===== config.mk =====
export PLATFORM = sky130hd
export DESIGN_NAME = mem_arbiter
export DESIGN_NICKNAME = d
export VERILOG_FILES = /design/src/rtl/mem_arb_pkg.sv /design/src/rtl/rr_pick.sv /design/src/rtl/mem_arbiter.sv
export SDC_FILE = /design/constraint.sdc
export NUM_CORES = 1
export LEC_CHECK = 0
export CAP_MARGIN = 20
export CORE_MARGIN = 4
export CORE_UTILIZATION = 44
export DETAILED_ROUTE_END_ITERATION = 8
export PLACE_DENSITY = 0.95
export SYNTH_ARGS = -nofsm -noshare
export SYNTH_HDL_FRONTEND = slang
export SYNTH_SLANG_ARGS = --single-unit

===== constraint.sdc =====
create_clock -name clk -period 2.85 [get_ports clk]
set_input_delay 0.855 -clock clk [delete_from_list [all_inputs] [get_ports clk]]
set_output_delay 0.855 -clock clk [all_outputs]
set_load 0.005 [all_outputs]

===== src/rtl/mem_arb_pkg.sv =====
`default_nettype none
// ============================================================================
//  Module      : mem_arb_pkg
//  Description : Shared definitions for the two-port data-memory arbiter:
//                parameter defaults, FSM state enumeration and port ids.
//  Contents    : c_DATA_WIDTH_DEFAULT - default data word width
//                c_ADDR_BITS_DEFAULT  - default memory address width
//                arb_state_e          - arbiter FSM states
//                c_PORT0 / c_PORT1    - port identifiers (last-served / winner)
//  Revision    : 1.0 - initial release
// ============================================================================
package mem_arb_pkg;

    localparam int c_DATA_WIDTH_DEFAULT = 8;
    localparam int c_ADDR_BITS_DEFAULT  = 5;

    // Two bits cover three legal states; the fourth code is treated as
    // illegal and steers the FSM back to IDLE.
    typedef enum logic [1:0] {
        IDLE     = 2'd0,
        ACCESS   = 2'd1,
        COMPLETE = 2'd2
    } arb_state_e;

    localparam logic c_PORT0 = 1'b0;
    localparam logic c_PORT1 = 1'b1;

endpackage : mem_arb_pkg
`default_nettype wire


===== src/rtl/rr_pick.sv =====
`default_nettype none
// ============================================================================
//  Module      : rr_pick
//  Description : Combinational 2-way round-robin picker. A lone requester
//                wins outright; on a tie the port that was NOT served last
//                wins.
//  Ports       : req0, req1 (in)  - request lines of port 0 / port 1
//                last       (in)  - port served most recently (0 or 1)
//                winner     (out) - selected port (valid only when valid=1)
//                valid      (out) - at least one request is present
//  Revision    : 1.0 - initial release
// ============================================================================
module rr_pick (
    input  logic req0,
    input  logic req1,
    input  logic last,
    output logic winner,
    output logic valid
);

    assign valid  = req0 | req1;
    // Tie: invert the last-served pointer. Otherwise port 1 wins only when it
    // is the one asking (winner is don't-care when nothing is asking).
    assign winner = (req0 & req1) ? ~last : req1;

endmodule : rr_pick
`default_nettype wire


===== src/rtl/mem_arbiter.sv =====
`default_nettype none
// ============================================================================
//  Module      : mem_arbiter
//  Description : Arbitrates two requesters (port 0 = control unit, port 1 =
//                loader/host) onto a single synchronous-read data memory.
//                Each access takes three cycles: ACCESS (grant + memory
//                enable), COMPLETE (read data returns), then a done pulse in
//                the following IDLE cycle.
//  Ports       : clk, rst (async, active-low)
//                req0/1, we0/1, addr0/1, wdata0/1  - requester side inputs
//                gnt0/1, done0/1, rdata0/1         - requester side outputs
//                mem_en, mem_w_r, mem_addr, mem_wdata, mem_rdata - memory side
//                busy                              - FSM not in IDLE
//  Revision    : 1.0 - initial release
// ============================================================================
module mem_arbiter
    import mem_arb_pkg::*;
#(
    parameter int DATA_WIDTH = c_DATA_WIDTH_DEFAULT,
    parameter int ADDR_BITS  = c_ADDR_BITS_DEFAULT
) (
    input  logic                  clk,
    input  logic                  rst,
    input  logic                  req0,
    input  logic                  req1,
    input  logic                  we0,
    input  logic                  we1,
    input  logic [ADDR_BITS-1:0]  addr0,
    input  logic [ADDR_BITS-1:0]  addr1,
    input  logic [DATA_WIDTH-1:0] wdata0,
    input  logic [DATA_WIDTH-1:0] wdata1,
    output logic                  gnt0,
    output logic                  gnt1,
    output logic                  done0,
    output logic                  done1,
    output logic [DATA_WIDTH-1:0] rdata0,
    output logic [DATA_WIDTH-1:0] rdata1,
    output logic                  mem_en,
    output logic                  mem_w_r,
    output logic [ADDR_BITS-1:0]  mem_addr,
    output logic [DATA_WIDTH-1:0] mem_wdata,
    input  logic [DATA_WIDTH-1:0] mem_rdata,
    output logic                  busy
);

    // ------------------------------------------------------------------
    // State and latched transaction
    // ------------------------------------------------------------------
    arb_state_e              state_q;
    arb_state_e              state_d;
    logic                    last_q;      // port served most recently
    logic                    port_q;      // port owning the current access
    logic                    we_q;
    logic [ADDR_BITS-1:0]    addr_q;
    logic [DATA_WIDTH-1:0]   wdata_q;
    logic                    done0_q;
    logic                    done1_q;
    logic [DATA_WIDTH-1:0]   rdata0_q;
    logic [DATA_WIDTH-1:0]   rdata1_q;

    logic                    w_winner;
    logic                    w_valid;
    logic                    w_sample;    // a request is accepted this edge
    logic                    w_complete;  // current cycle is COMPLETE

    // ------------------------------------------------------------------
    // Round-robin selection
    // ------------------------------------------------------------------
    rr_pick u_rr_pick (
        .req0   (req0),
        .req1   (req1),
        .last   (last_q),
        .winner (w_winner),
        .valid  (w_valid)
    );

    assign w_sample   = (state_q == IDLE) && w_valid;
    assign w_complete = (state_q == COMPLETE);

    // ------------------------------------------------------------------
    // FSM state register
    // ------------------------------------------------------------------
    always_ff @(posedge clk or negedge rst) begin
        if (!rst) begin
            state_q <= IDLE;
        end else begin
            state_q <= state_d;
        end
    end

    // ------------------------------------------------------------------
    // FSM next state and memory/grant outputs
    // ------------------------------------------------------------------
    always_comb begin
        state_d = state_q;
        gnt0    = 1'b0;
        gnt1    = 1'b0;
        mem_en  = 1'b0;
        mem_w_r = 1'b0;
        case (state_q)
            IDLE: begin
                if (w_valid) begin
                    state_d = ACCESS;
                end
            end
            ACCESS: begin
                mem_en  = 1'b1;
                mem_w_r = we_q;
                gnt0    = (port_q == c_PORT0);
                gnt1    = (port_q == c_PORT1);
                state_d = COMPLETE;
            end
            COMPLETE: begin
                state_d = IDLE;
            end
            default: begin
                state_d = IDLE;
            end
        endcase
    end

    // ------------------------------------------------------------------
    // Transaction latch and round-robin pointer. The pointer resets to
    // port 1 so that port 0 wins the first tie after reset.
    // ------------------------------------------------------------------
    always_ff @(posedge clk or negedge rst) begin
        if (!rst) begin
            last_q  <= c_PORT1;
            port_q  <= c_PORT0;
            we_q    <= 1'b0;
            addr_q  <= '0;
            wdata_q <= '0;
        end else if (w_sample) begin
            last_q  <= w_winner;
            port_q  <= w_winner;
            we_q    <= w_winner ? we1    : we0;
            addr_q  <= w_winner ? addr1  : addr0;
            wdata_q <= w_winner ? wdata1 : wdata0;
        end
    end

    // ------------------------------------------------------------------
    // Completion: memory read data is valid during COMPLETE, so it is
    // captured on the edge leaving COMPLETE together with the done pulse.
    // Writes leave the read-data holding registers untouched.
    // ------------------------------------------------------------------
    always_ff @(posedge clk or negedge rst) begin
        if (!rst) begin
            done0_q  <= 1'b0;
            done1_q  <= 1'b0;
            rdata0_q <= '0;
            rdata1_q <= '0;
        end else begin
            done0_q <= w_complete && (port_q == c_PORT0);
            done1_q <= w_complete && (port_q == c_PORT1);
            if (w_complete && !we_q && (port_q == c_PORT0)) begin
                rdata0_q <= mem_rdata;
            end
            if (w_complete && !we_q && (port_q == c_PORT1)) begin
                rdata1_q <= mem_rdata;
            end
        end
    end

    // ------------------------------------------------------------------
    // Output assignments
    // ------------------------------------------------------------------
    assign done0     = done0_q;
    assign done1     = done1_q;
    assign rdata0    = rdata0_q;
    assign rdata1    = rdata1_q;
    assign mem_addr  = addr_q;
    assign mem_wdata = wdata_q;
    assign busy      = (state_q != IDLE);

endmodule : mem_arbiter
`default_nettype wire


==> out/metrics.json, run 1 <==
{
  "post_route_cells_drive_above_1_share_pct": 31.3,
  "synth-compound-area-share_pct": 2.14,
  "report.final.hold_viol_count": 0,
  "placedCellCount": 220,
  "synthesis.nets": 143,
  "most_common_cell_after_layout_fill_and_taps_aside": "clkdlybuf4s50_1",
  "yosys.area_share.xor_xnor_pct": 0,
  "crit_type": "register to output pin",
  "synth.top_cells.by_area": "dfrtp_1 53%, mux2_2 19%, mux2_4 15%",
  "run_status": "complete, no violations",
  "route.antenna.remaining_nets": 0,
  "crit_path_end_kind": "output pin",
  "cts.path.max_buffers": 2,
  "gp_congestion": 0.717,
  "power_leakage_uw": 0.00107,
  "detailed_route_drc_error_count": 0,
  "port_buf_inserts": 75,
  "largest_net_degree_at_the_start_of_global_routing": 37,
  "cts_hold_buffers": 0,
  "maxSlewViolCount": 0,
  "htree_num_levels": 2,
  "number_of_unique_standard_cell_types_used_by_synthesis": 17,
  "yosys.area_share.adder_pct": 0,
  "detailedRoute.firstPassIterationCount": 4,
  "flow.area_growth_from_synthesis_pct": 51.7,
  "synth.yosys.seq_area_share_pct": 55.0,
  "via_count": 1094,
  "worst_clock_skew_ps": 3.69,
  "synthesis.area_per_instance_sq_um": 15.9,
  "tightestPinTransition_ps": 761,
  "clock-sinks": 36,
  "synthMuxAreaShare_pct": 33.9,
  "report.final.setup_viol": 0,
  "pre_cts_slack_ps": 291,
  "layout.cells.most_common_list": "74 x clkdlybuf4s50_1, 35 x dfrtp_1, 28 x mux2_2, 16 x mux2_4",
  "wirelength_um": 3440,
  "design_power_total_uw": 2390,
  "syn-cell-area_sq_um": 1640,
  "cts.repair_timing.setup_buffer_count": 0,
  "layout.cell_area.non_filler_sq_um": 2490,
  "synth-warning-count": 0,
  "power_density_nw_per_um2": 960,
  "critPathMaxFanout": 6,
  "cap_violations": 0,
  "ctsResizeCount": 0,
  "initial_core_util_pct": 47.3,
  "num_rows": 21,
  "grt_usage_pct": 15.1,
  "drt_first_iter_violations": 51,
  "post_dp_cell_area_sq_um": 2400,
  "wire_length_of_the_first_global_routing_pass_um": 5690,
  "totalNegativeSetupSlack_ps": 0,
  "cts-buffers-inserted": 5,
  "synth_top_cell_area_share_pct": 53.4,
  "n_antenna_cell": 0,
  "number_of_antenna_violations_at_the_first_check_in_global_routing": 0,
  "fp.dieArea_sq_um": 4770,
  "cts_tree": "done",
  "placeableCoreArea_sq_um": 3470,
  "hpwl_um": 2790,
  "timing.hold.worst.class": "register to register",
  "die-height_um": 69.1,
  "largest_family_of_logic_cells_by_synthesized_area": "multiplexers",
  "max_freq_mhz": 387,
  "timing.final.crit_share_pct": 90.6,
  "post_drt_wl_per_cell_um": 15.1,
  "slew-limit-headroom_pct": 49.2,
  "ys_ff_latch": 36,
  "grt_setup_unrepaired": "no",
  "synthesis.instances": 103,
  "overflow": 0,
  "layout_setup_ws_ps": 267,
  "instances_no_fill": 228,
  "finalNetCount": 221,
  "grt_pass1_vias": 1222,
  "rrSetupSlack_ps": 1020,
  "irDropWorstVdd_v": 0.000450,
  "clock-root-buffer": "clkbuf_8",
  "io_pins": 76,
  "simple_gate_fraction_of_synth_area_pct": 5.49,
  "clk-insertion-delay-late_ps": 280,
  "worst-endpoint-required_ps": 2000,
  "arrival_ps": 1730,
  "viasPerCell": 4.80,
  "die-width_um": 69.1,
  "worst_setup_path_start_kind": "register",
  "clkSlewWorstSetupHoldPaths_ps": 70,
  "period_needed_ps": 2580,
  "synth_area_leader_cell": "dfrtp_1"
}
path summary, 6_finish.rpt:
| check | start | to | depth (start not counted) |
|---|---|---|---|
| worst max-delay path | state_q[1] | busy | 2 |
| worst min-delay path | state_q[1] | state_q[1] | 1 |
| worst max register to register | port_q | rdata0[2] | 3 |
| worst min register to register | state_q[1] | state_q[1] | 1 |
| max in group asynchronous | rst | rdata1[3] | 1 |
| min in group asynchronous | rst | rdata0[5] | 1 |
critical path, stage by stage (launching register included):
cell and delay (ps):
dfrtp_1 390, or2_0 430, clkdlybuf4s50_1 620
report_power, final:
part / leakage (uW) / internal [uW] / switching (uW)
Combinational: 0.000591 / 794 / 333
Clock: 0.0000479 / 170 / 174
Sequential: 0.000433 / 767 / 149
Total: 0.00107 / 1730 / 657
synth_stat cells:
master / count
nor2b_1: 5
dfrtp_1: 35
o31ai_1: 2
mux2_4: 16
and2_1: 2
nor3b_1: 1
or2_0: 1
o21ai_0: 2
mux2_2: 28
nor2_1: 1
nor2_8: 1
buf_2: 3
dfstp_2: 1
buf_12: 1
a21bo_1: 1
and3b_1: 1
buf_6: 2
per-layer routing:
metal / share of wire [%] / wire (um) / track usage (%) / up-vias
li1: - / - / - / 517
met2: 49 / 1700 / 25.8 / 56
met4: 1.8 / 61 / 7.16 / 0
met1: 40 / 1380 / 16.5 / 514
met5: 0 / 0 / 0 / -
met3: 8.5 / 294 / 5.38 / 7
registers in the layout, summed over array words and instances (netlist names):
signal and cells:
port_q 1, rdata0 8, we_q 1, done1 1, state_q 2, mem_addr 5
done0 1, mem_wdata 8, rdata1 8, last_q 1
area by class of cell:
| class | instances | area, sq um |
|---|---|---|
| clock buffers | 5 | 68.8 |
| clock inverters | 3 | 18.8 |
| fillers | 265 | 980 |
| multi-input cells | 61 | 681 |
| flip-flops and latches | 36 | 902 |
| well taps | 46 | 57.6 |
| repair buffers | 77 | 761 |
metrics by stage:
| step | hold slack, ps | utilization (%) |
|---|---|---|
| 2_1_floorplan | 445 | - |
| 3_3_place_gp | 463 | 69.2 |
| 3_5_place_dp | 476 | 69.2 |
| 4_1_cts | 487 | 71.8 |
| 5_1_grt | 515 | 71.8 |
| 6_report | 487 | 71.8 |
logic make-up after synthesis:
family	count (synthesis)
flip-flops	36
AO/OA/AOI/OAI	5
multiplexers	44
buffers and inverters	6
AND/OR/NAND/NOR	12
No activity file was read; power rests on OpenSTA's default activity.
==> inputs of run 2 (changes only) <==
--- a/config.mk
+++ b/config.mk
@@ -6,7 +6,6 @@
 export NUM_CORES = 1
 export LEC_CHECK = 0
 export CAP_MARGIN = 20
-export CORE_MARGIN = 4
 export CORE_UTILIZATION = 44
 export DETAILED_ROUTE_END_ITERATION = 8
 export PLACE_DENSITY = 0.95
==> run 2 against run 1 <==
Against the previous run: non-clock buffer count unchanged; die area down 17%; clock power increased by 28%; cell area up 0.96%; wire length shrank 4.9%; maximum frequency is 0.45% lower; combinational power about the same; critical path depth stayed put; cell count stayed put; worst setup slack got worse by 12 ps; critical endpoint unchanged; largest cell class unchanged; largest power group unchanged.
==> out/metrics.json, run 2 (synthesis results as in run 1) <==
{
  "irDropWorstVdd_v": 0.000555,
  "cts.repair_timing.setup_buffer_count": 0,
  "report.final.setup_viol": 0,
  "worst_clock_skew_ps": 6.35,
  "n_antenna_cell": 0,
  "clock-root-buffer": "clkbuf_8",
  "die-height_um": 63.1,
  "crit_type": "register to output pin",
  "grt_setup_unrepaired": "no",
  "placeableCoreArea_sq_um": 3440,
  "ctsResizeCount": 0,
  "worst_setup_path_start_kind": "register",
  "route.antenna.remaining_nets": 0,
  "instances_no_fill": 228,
  "cts_hold_buffers": 0,
  "initial_core_util_pct": 47.7,
  "cts_tree": "done",
  "fp.dieArea_sq_um": 3980,
  "cap_violations": 0,
  "cts-buffers-inserted": 5,
  "timing.final.crit_share_pct": 91.1,
  "drt_first_iter_violations": 41,
  "die-width_um": 63.1,
  "report.final.hold_viol_count": 0,
  "slew-limit-headroom_pct": 49.0,
  "detailed_route_drc_error_count": 0,
  "tightestPinTransition_ps": 764,
  "gp_congestion": 0.729,
  "viasPerCell": 4.88,
  "cts.path.max_buffers": 2,
  "largest_net_degree_at_the_start_of_global_routing": 37,
  "arrival_ps": 1740,
  "finalNetCount": 221,
  "via_count": 1113,
  "power_density_nw_per_um2": 985,
  "overflow": 0,
  "totalNegativeSetupSlack_ps": 0,
  "grt_pass1_vias": 1205,
  "maxSlewViolCount": 0,
  "hpwl_um": 2500,
  "clkSlewWorstSetupHoldPaths_ps": 80,
  "power_leakage_uw": 0.00108,
  "placedCellCount": 220,
  "post_route_cells_drive_above_1_share_pct": 31.3,
  "clock-sinks": 36,
  "port_buf_inserts": 75,
  "run_status": "complete, no violations",
  "num_rows": 21,
  "flow.area_growth_from_synthesis_pct": 53.2,
  "max_freq_mhz": 385,
  "critPathMaxFanout": 6,
  "clk-insertion-delay-late_ps": 280,
  "htree_num_levels": 2,
  "wirelength_um": 3270,
  "period_needed_ps": 2600,
  "detailedRoute.firstPassIterationCount": 4,
  "worst-endpoint-required_ps": 2000,
  "post_drt_wl_per_cell_um": 14.4,
  "crit_path_end_kind": "output pin",
  "wire_length_of_the_first_global_routing_pass_um": 5790,
  "number_of_antenna_violations_at_the_first_check_in_global_routing": 0,
  "grt_usage_pct": 19.1,
  "layout.cells.most_common_list": "74 x clkdlybuf4s50_1, 35 x dfrtp_1, 28 x mux2_2, 16 x mux2_4",
  "most_common_cell_after_layout_fill_and_taps_aside": "clkdlybuf4s50_1",
  "timing.hold.worst.class": "register to register",
  "io_pins": 76
}
run 2: cell type report:
class | instances | area, sq um
Clock inverter | 3 | 42.5
Timing Repair Buffer | 77 | 761
Clock buffer | 5 | 68.8
Multi-Input combinational cell | 61 | 681
Fill cell | 235 | 930
Sequential cell | 36 | 902
Tap cell | 46 | 57.6
run 2: metrics by stage:
step	hold slack [ps]	worst slack (ps)	cell area [sq um]	total power, uW	utilization, %
after CTS	489	239	2510	2510	73.0
after global routing	519	148	2510	2630	73.0
final	484	255	2510	2470	73.0
after detailed placement	479	425	2400	2050	69.8
after floorplan	445	889	1640	1440	-
after global placement	466	465	2400	2010	69.8
run 2: final timing paths:
path	startpoint	end	slack, ps	cells past startpoint
worst max-delay path	state_q[1]	busy	250	2
worst min-delay path	state_q[1]	state_q[1]	480	1
worst max register to register	state_q[0]	rdata0[6]	1010	3
worst min register to register	state_q[1]	state_q[1]	480	1
max in group asynchronous	rst	mem_wdata[2]	1720	1
min in group asynchronous	rst	rdata0[7]	640	1
run 2: critical path: stages, from the launching register on:
cell,delay [ps]
dfrtp_1,390
or2_0,440
clkdlybuf4s50_1,620
run 2: report_power, final:
| part | switching (uW) | total, uW | internal [uW] |
|---|---|---|---|
| combinational | 329 | 1120 | 794 |
| sequential | 143 | 910 | 766 |
| clock | 183 | 442 | 259 |
run 2: routing by layer:
metal  share of wire [%]  global-route usage [%]
met1                  41                    22.3
met2                  50                    32.8
met3                 8.2                    5.98
met4                 1.3                    6.98
met5                   0                       0
==> edit 1, RTL diff (config.mk and constraints of run 2) <==
The package constant `c_DATA_WIDTH_DEFAULT` goes from 8 to 6.
--- a/src/rtl/mem_arb_pkg.sv
+++ b/src/rtl/mem_arb_pkg.sv
@@ -12,5 +12,5 @@
 package mem_arb_pkg;
 
-    localparam int c_DATA_WIDTH_DEFAULT = 8;
+    localparam int c_DATA_WIDTH_DEFAULT = 6;
     localparam int c_ADDR_BITS_DEFAULT  = 5;
 
Interface: changed (6 resized); port bits go from 76 to 64. The function was not compared with the original's and may differ.
==> edit 1 against run 2 <==
  * The flow now finishes with violations (design-rule violations)
  * Die area fell by 18%
  * Sequential cell count fell by 6
  * Register-to-register slack improved by 0.12 ns
  * Area after synthesis fell by 19%
  * Synthesized cell count fell by 16%
  * Largest cell class unchanged
  * Global-route usage rose by 1.0 points
  * Wire length fell by 12%
  * Power fell by 18%
  * Non-clock buffer count fell by 12
  * Setup slack improved by 0.11 ns
  * Final area fell by 18%
  * First-iteration DRC count fell by 41%
  * Largest power group unchanged
==> edit 1: results (changes against run 2) <==
outcome=finished with violations (was complete, no violations); violated checks=design-rule violations; RR Endpoint=rdata0[5] (was rdata0[6]); multiplexer share of the synthesized area=0.330 (was 0.339); CP delay by family, top=buffers and inverters (unchanged); Synth warnings=0 (unchanged); routed len/inst=15.4 µm (was 14.4 µm); share of cells above drive strength 1=0.308 (was 0.313); clk slew on worst S/H paths=0.10 ns (was 0.08 ns); number of distinct library cells after synthesis=17 (unchanged); Reg2Reg Depth=3 (unchanged); R2R Setup Slk=1.13 ns (was 1.01 ns); crit path DAT=1.63 ns (was 1.74 ns); detailed-placement wirelength estimate=2180 µm (was 2500 µm); antenna cells=0 (unchanged); number of DRC markers in iteration 0=24 (was 41); CTS H-Tree Depth=2 (unchanged); clk root buf=clkbuf_4 (was clkbuf_8); nets@finish=189 (was 221); Synth Area in Compound Gates=0.0310 (was 0.0214); final wirelength=2880 µm (was 3270 µm); IO buf count=63 (was 75); r2r startpoint=state_q[0] (unchanged); Worst-Skew Late Latency=0.33 ns (was 0.28 ns); largest net degree at the start of global routing=31 (was 37); syn nets=121 (was 143); Synth Instances=87 (was 103); DR DRC count=12 (was 0); Hold Path Depth=1 (unchanged); EDFF count, synth=0 (unchanged); Placed Cells incl. Taps=179 (was 220); Final Skew=0.00414 ns (was 0.00635 ns); Synth top cells by count=29 x dfrtp_1, 27 x mux2_2, 9 x mux2_4 (was 35 x dfrtp_1, 28 x mux2_2, 16 x mux2_4); number of global-route vias before repair=1060 (was 1205); drt pass-1 iters=7 (was 4); CP Max Fanout=5 (was 6); xor and xnor area share after synthesis=0 (unchanged); Placer Congestion=0.745 (was 0.729); slowest CP cell=clkdlybuf4s50_1 (unchanged); first-pass GRT wire length=4800 µm (was 5790 µm); Pleak=0.896 nW (was 1.08 nW); Seq/Total Area, Yosys=0.565 (was 0.550); clock buffer depth=2 (unchanged); Setup Buffers After CTS=0 (unchanged); worst slew pin tran=0.548 ns (was 0.764 ns); vias=943 (was 1113); Synth top area share=0.546 (was 0.534); ys async rst share=1.00 (unchanged); largest stage delay on the critical path=0.51 ns (was 0.62 ns); ranking of synthesized cells by area=dfrtp_1 55%, mux2_2 23%, mux2_4 10% (was dfrtp_1 53%, mux2_2 19%, mux2_4 15%); sw frac=0.279 (was 0.265); GR Util All Layers=0.201 (was 0.191); max-slew violation count=0 (unchanged); VDD IR max=0.623 mV (was 0.555 mV)
==> edit 1: cell count changes in the layout (fill, tap and decap cells not counted), sizes merged, moves of 2 or more <==
cell and change:
clkdlybuf4s50 -11, dfrtp -6, inv +2, mux2 -8, o31ai -2
==> edit 1: power groups by stage <==
stage | combinational [mW] | sequential [mW] | clock (mW)
detailed placement | 0.942 | 0.774 | 0
finish | 0.932 | 0.771 | 0.333
CTS | 0.946 | 0.770 | 0.343
floorplan | 0.395 | 0.769 | 0
global placement | 0.907 | 0.756 | 0
global route | 0.994 | 0.802 | 0.365
==> edit 1: cell families (layout without fill, tap and decap cells) <==
family | Yosys count | count (layout)
compound gates | 5 | 5
buf+inv | 6 | 75
flops | 30 | 30
mux | 36 | 36
simple gates | 10 | 10
==> edit 1: layer usage <==
| metal | global-route usage | wire length (µm) |
|---|---|---|
| met1 | 0.227 | 1060 |
| met3 | 0.0839 | 301 |
| met4 | 0.0836 | 51 |
| met2 | 0.338 | 1460 |
| met5 | 0 | 0 |
==> edit 1: how the worst max path moves through the flow <==
stage | cells past startpoint | slack, ns | endpoint | from
2_1_floorplan | 4 | 0.97 | mem_wdata[5] | req1
3_3_place_gp | 4 | 0.47 | mem_addr[2] | req0
3_5_place_dp | 4 | 0.41 | mem_addr[2] | req0
4_1_cts | 3 | 0.34 | mem_w_r | state_q[0]
5_1_grt | 3 | 0.24 | mem_w_r | state_q[0]
6_report | 3 | 0.36 | mem_w_r | state_q[0]
==> edit 1: final cells by class <==
class	count	area, µm²
clock inverters	3	40.0
clock buffers	5	37.5
multi-input cells	51	544
repair buffers	65	646
fillers	189	739
well taps	31	38.8
flip-flops and latches	30	752
inverters	2	7.51
==> edit 1: worst reg2reg max path, cell delays in order (launching register included) <==
cell	delay (ns)
dfrtp_1	0.42
nor3b_1	0.29
nor2b_1	0.51
mux2_2	0.40
==> edit 1: through the flow <==
step / util / worst slack [ns] / area (µm²) / hold WS, ns / total power, mW
after floorplan: - / 0.969 / 1330 / 0.452 / 1.16
after global placement: 0.709 / 0.468 / 1990 / 0.471 / 1.66
after detailed placement: 0.709 / 0.414 / 1990 / 0.481 / 1.72
after CTS: 0.736 / 0.342 / 2070 / 0.495 / 2.06
after global routing: 0.736 / 0.242 / 2070 / 0.528 / 2.16
final: 0.736 / 0.362 / 2070 / 0.497 / 2.04
==> edit 2, RTL diff (settings of run 2) <==
Without the edit above. Reset style: synchronous (`rst`), changed in 3 clocked blocks. Comments in the files are not updated.
--- a/src/rtl/mem_arbiter.sv
+++ b/src/rtl/mem_arbiter.sv
@@ -81,5 +81,5 @@
     // FSM state register
     // ------------------------------------------------------------------
-    always_ff @(posedge clk or negedge rst) begin
+    always_ff @(posedge clk) begin
         if (!rst) begin
             state_q <= IDLE;
@@ -124,5 +124,5 @@
     // port 1 so that port 0 wins the first tie after reset.
     // ------------------------------------------------------------------
-    always_ff @(posedge clk or negedge rst) begin
+    always_ff @(posedge clk) begin
         if (!rst) begin
             last_q  <= c_PORT1;
@@ -145,5 +145,5 @@
     // Writes leave the read-data holding registers untouched.
     // ------------------------------------------------------------------
-    always_ff @(posedge clk or negedge rst) begin
+    always_ff @(posedge clk) begin
         if (!rst) begin
             done0_q  <= 1'b0;
Function: differs if rst is asserted again (counterexample within 4 cycles, from zero or initial values and one cycle with rst low); with rst held inactive, the same outputs for 10 cycles.
==> edit 2 against run 2 <==
  * Hold slack got worse by 0.020 ns
  * Wire length grew 12%
  * Final area is 11% lower
  * Core utilization up 0.33 points
  * Setup slack improved by 0.041 ns
  * Area after synthesis shrank 13%
  * Sequential cell count unchanged
  * First-iteration DRC count grew 29%
Power is not compared: it rests on default switching activity, and its combinational part moved more than twofold at a synthesized area within 25%.
==> edit 2: results (changes against run 2) <==
CP Max Fanout=6 (unchanged); first-pass GRT wire length=5890 µm (was 5790 µm); clk slew on worst S/H paths=0.10 ns (was 0.08 ns); largest net degree at the start of global routing=28 (was 37); Synth warnings=0 (unchanged); vias=1474 (was 1113); antenna violations before repair=0 (unchanged); Filler cells=240 (was 235); number of distinct library cells after synthesis=25 (was 17); slowest CP cell=clkdlybuf4s50_1 (unchanged); VDD IR max=approximately 0.23 mV; GR Util All Layers=0.227 (was 0.191); Pleak=between 0.8 and 0.9 nW; CTS H-Tree Depth=2 (unchanged); number of global-route vias before repair=1360 (was 1205); final wirelength=3680 µm (was 3270 µm); Post-CTS Resized=0 (unchanged); nets@finish=279 (was 221); syn nets=209 (was 143); number of DRC markers in iteration 0=53 (was 41); detailed-placement wirelength estimate=2680 µm (was 2500 µm); Max-slew headroom=0.403 (was 0.490); outcome=complete, no violations (unchanged); clk root buf=clkbuf_4 (was clkbuf_8); IO buf count=75 (unchanged); ys flop type=dfxtp_1 (was dfrtp_1); crit path DAT=1.70 ns (was 1.74 ns); Worst-Skew Late Latency=0.33 ns (was 0.28 ns); ys async rst share=0 (was 1.00); Worst Hold Class=reg2reg (unchanged); Synth top cells by count=36 x dfxtp_1, 36 x nand2_1, 18 x nand3_1 (was 35 x dfrtp_1, 28 x mux2_2, 16 x mux2_4); antenna cells=0 (unchanged); Placement Cell Area=0.00218 mm² (was 0.00240 mm²); ranking of synthesized cells by area=dfxtp_1 51%, nand2_1 9.5%, a311oi_1 8.6% (was dfrtp_1 53%, mux2_2 19%, mux2_4 15%); Setup Buffers After CTS=0 (unchanged); share of cells above drive strength 1=0.0500 (was 0.313); Seq/Total Area, Yosys=0.506 (was 0.550); dpl ws=0.266 ns (was 0.425 ns); Final Skew=0.00587 ns (was 0.00635 ns); Placer Congestion=0.801 (was 0.729); sw frac=0.255; largest stage delay on the critical path=0.49 ns (was 0.62 ns)
==> edit 2: area by class of cell <==
class | count | share of cell area
timing repair buffer | 77 | 0.342
sequential | 36 | 0.322
multi-input combinational | 117 | 0.282
clock buffer | 8 | 0.0263
tap | 44 | 0.0246
inverter | 2 | 0.00335
==> edit 2: power groups by stage <==
| stage | Clock (mW) | Sequential, mW | Combinational [mW] |
|---|---|---|---|
| floorplan | 0 | 0.568 | 0.0962 |
| global placement | 0 | 0.568 | 0.227 |
| detailed placement | 0 | 0.570 | 0.233 |
| CTS | 0.280 | 0.559 | 0.235 |
| global route | 0.300 | 0.563 | 0.255 |
| finish | 0.276 | 0.560 | 0.233 |
==> edit 2: kinds of logic (layout without fill, tap and decap cells) <==
kind of cell | after synthesis | count (layout) | synth area share
AOI/OAI and AO/OA | 49 | 49 | 0.217
buffers and inverters | 16 | 87 | 0.0510
DFF | 36 | 36 | 0.506
and+or+nand+nor | 68 | 68 | 0.226
==> edit 2: path summary, 6_finish.rpt <==
| path | from | endpoint | slack (ns) | cells after the start |
|---|---|---|---|---|
| setup / recovery | state_q[0] | mem_w_r | 0.30 | 3 |
| setup reg to reg | state_q[1] | mem_wdata[2] | 1.16 | 4 |
| hold / removal | rdata0[4] | rdata0[4] | 0.46 | 2 |
| hold reg to reg | rdata0[4] | rdata0[4] | 0.46 | 2 |
==> edit 2: layer usage <==
layer	vias to the layer above	share of wire	global-route usage
met5	-	0	0
met2	66	0.49	0.399
met4	0	0.0084	0.0816
met3	4	0.081	0.0857
met1	662	0.42	0.249
li1	742	-	-
==> edit 2: stage by stage <==
stage                     cells   util
after floorplan             169      -
after global placement      276  0.714
after detailed placement    276  0.714
after CTS                   284  0.733
after global routing        284  0.733
final                       284  0.733
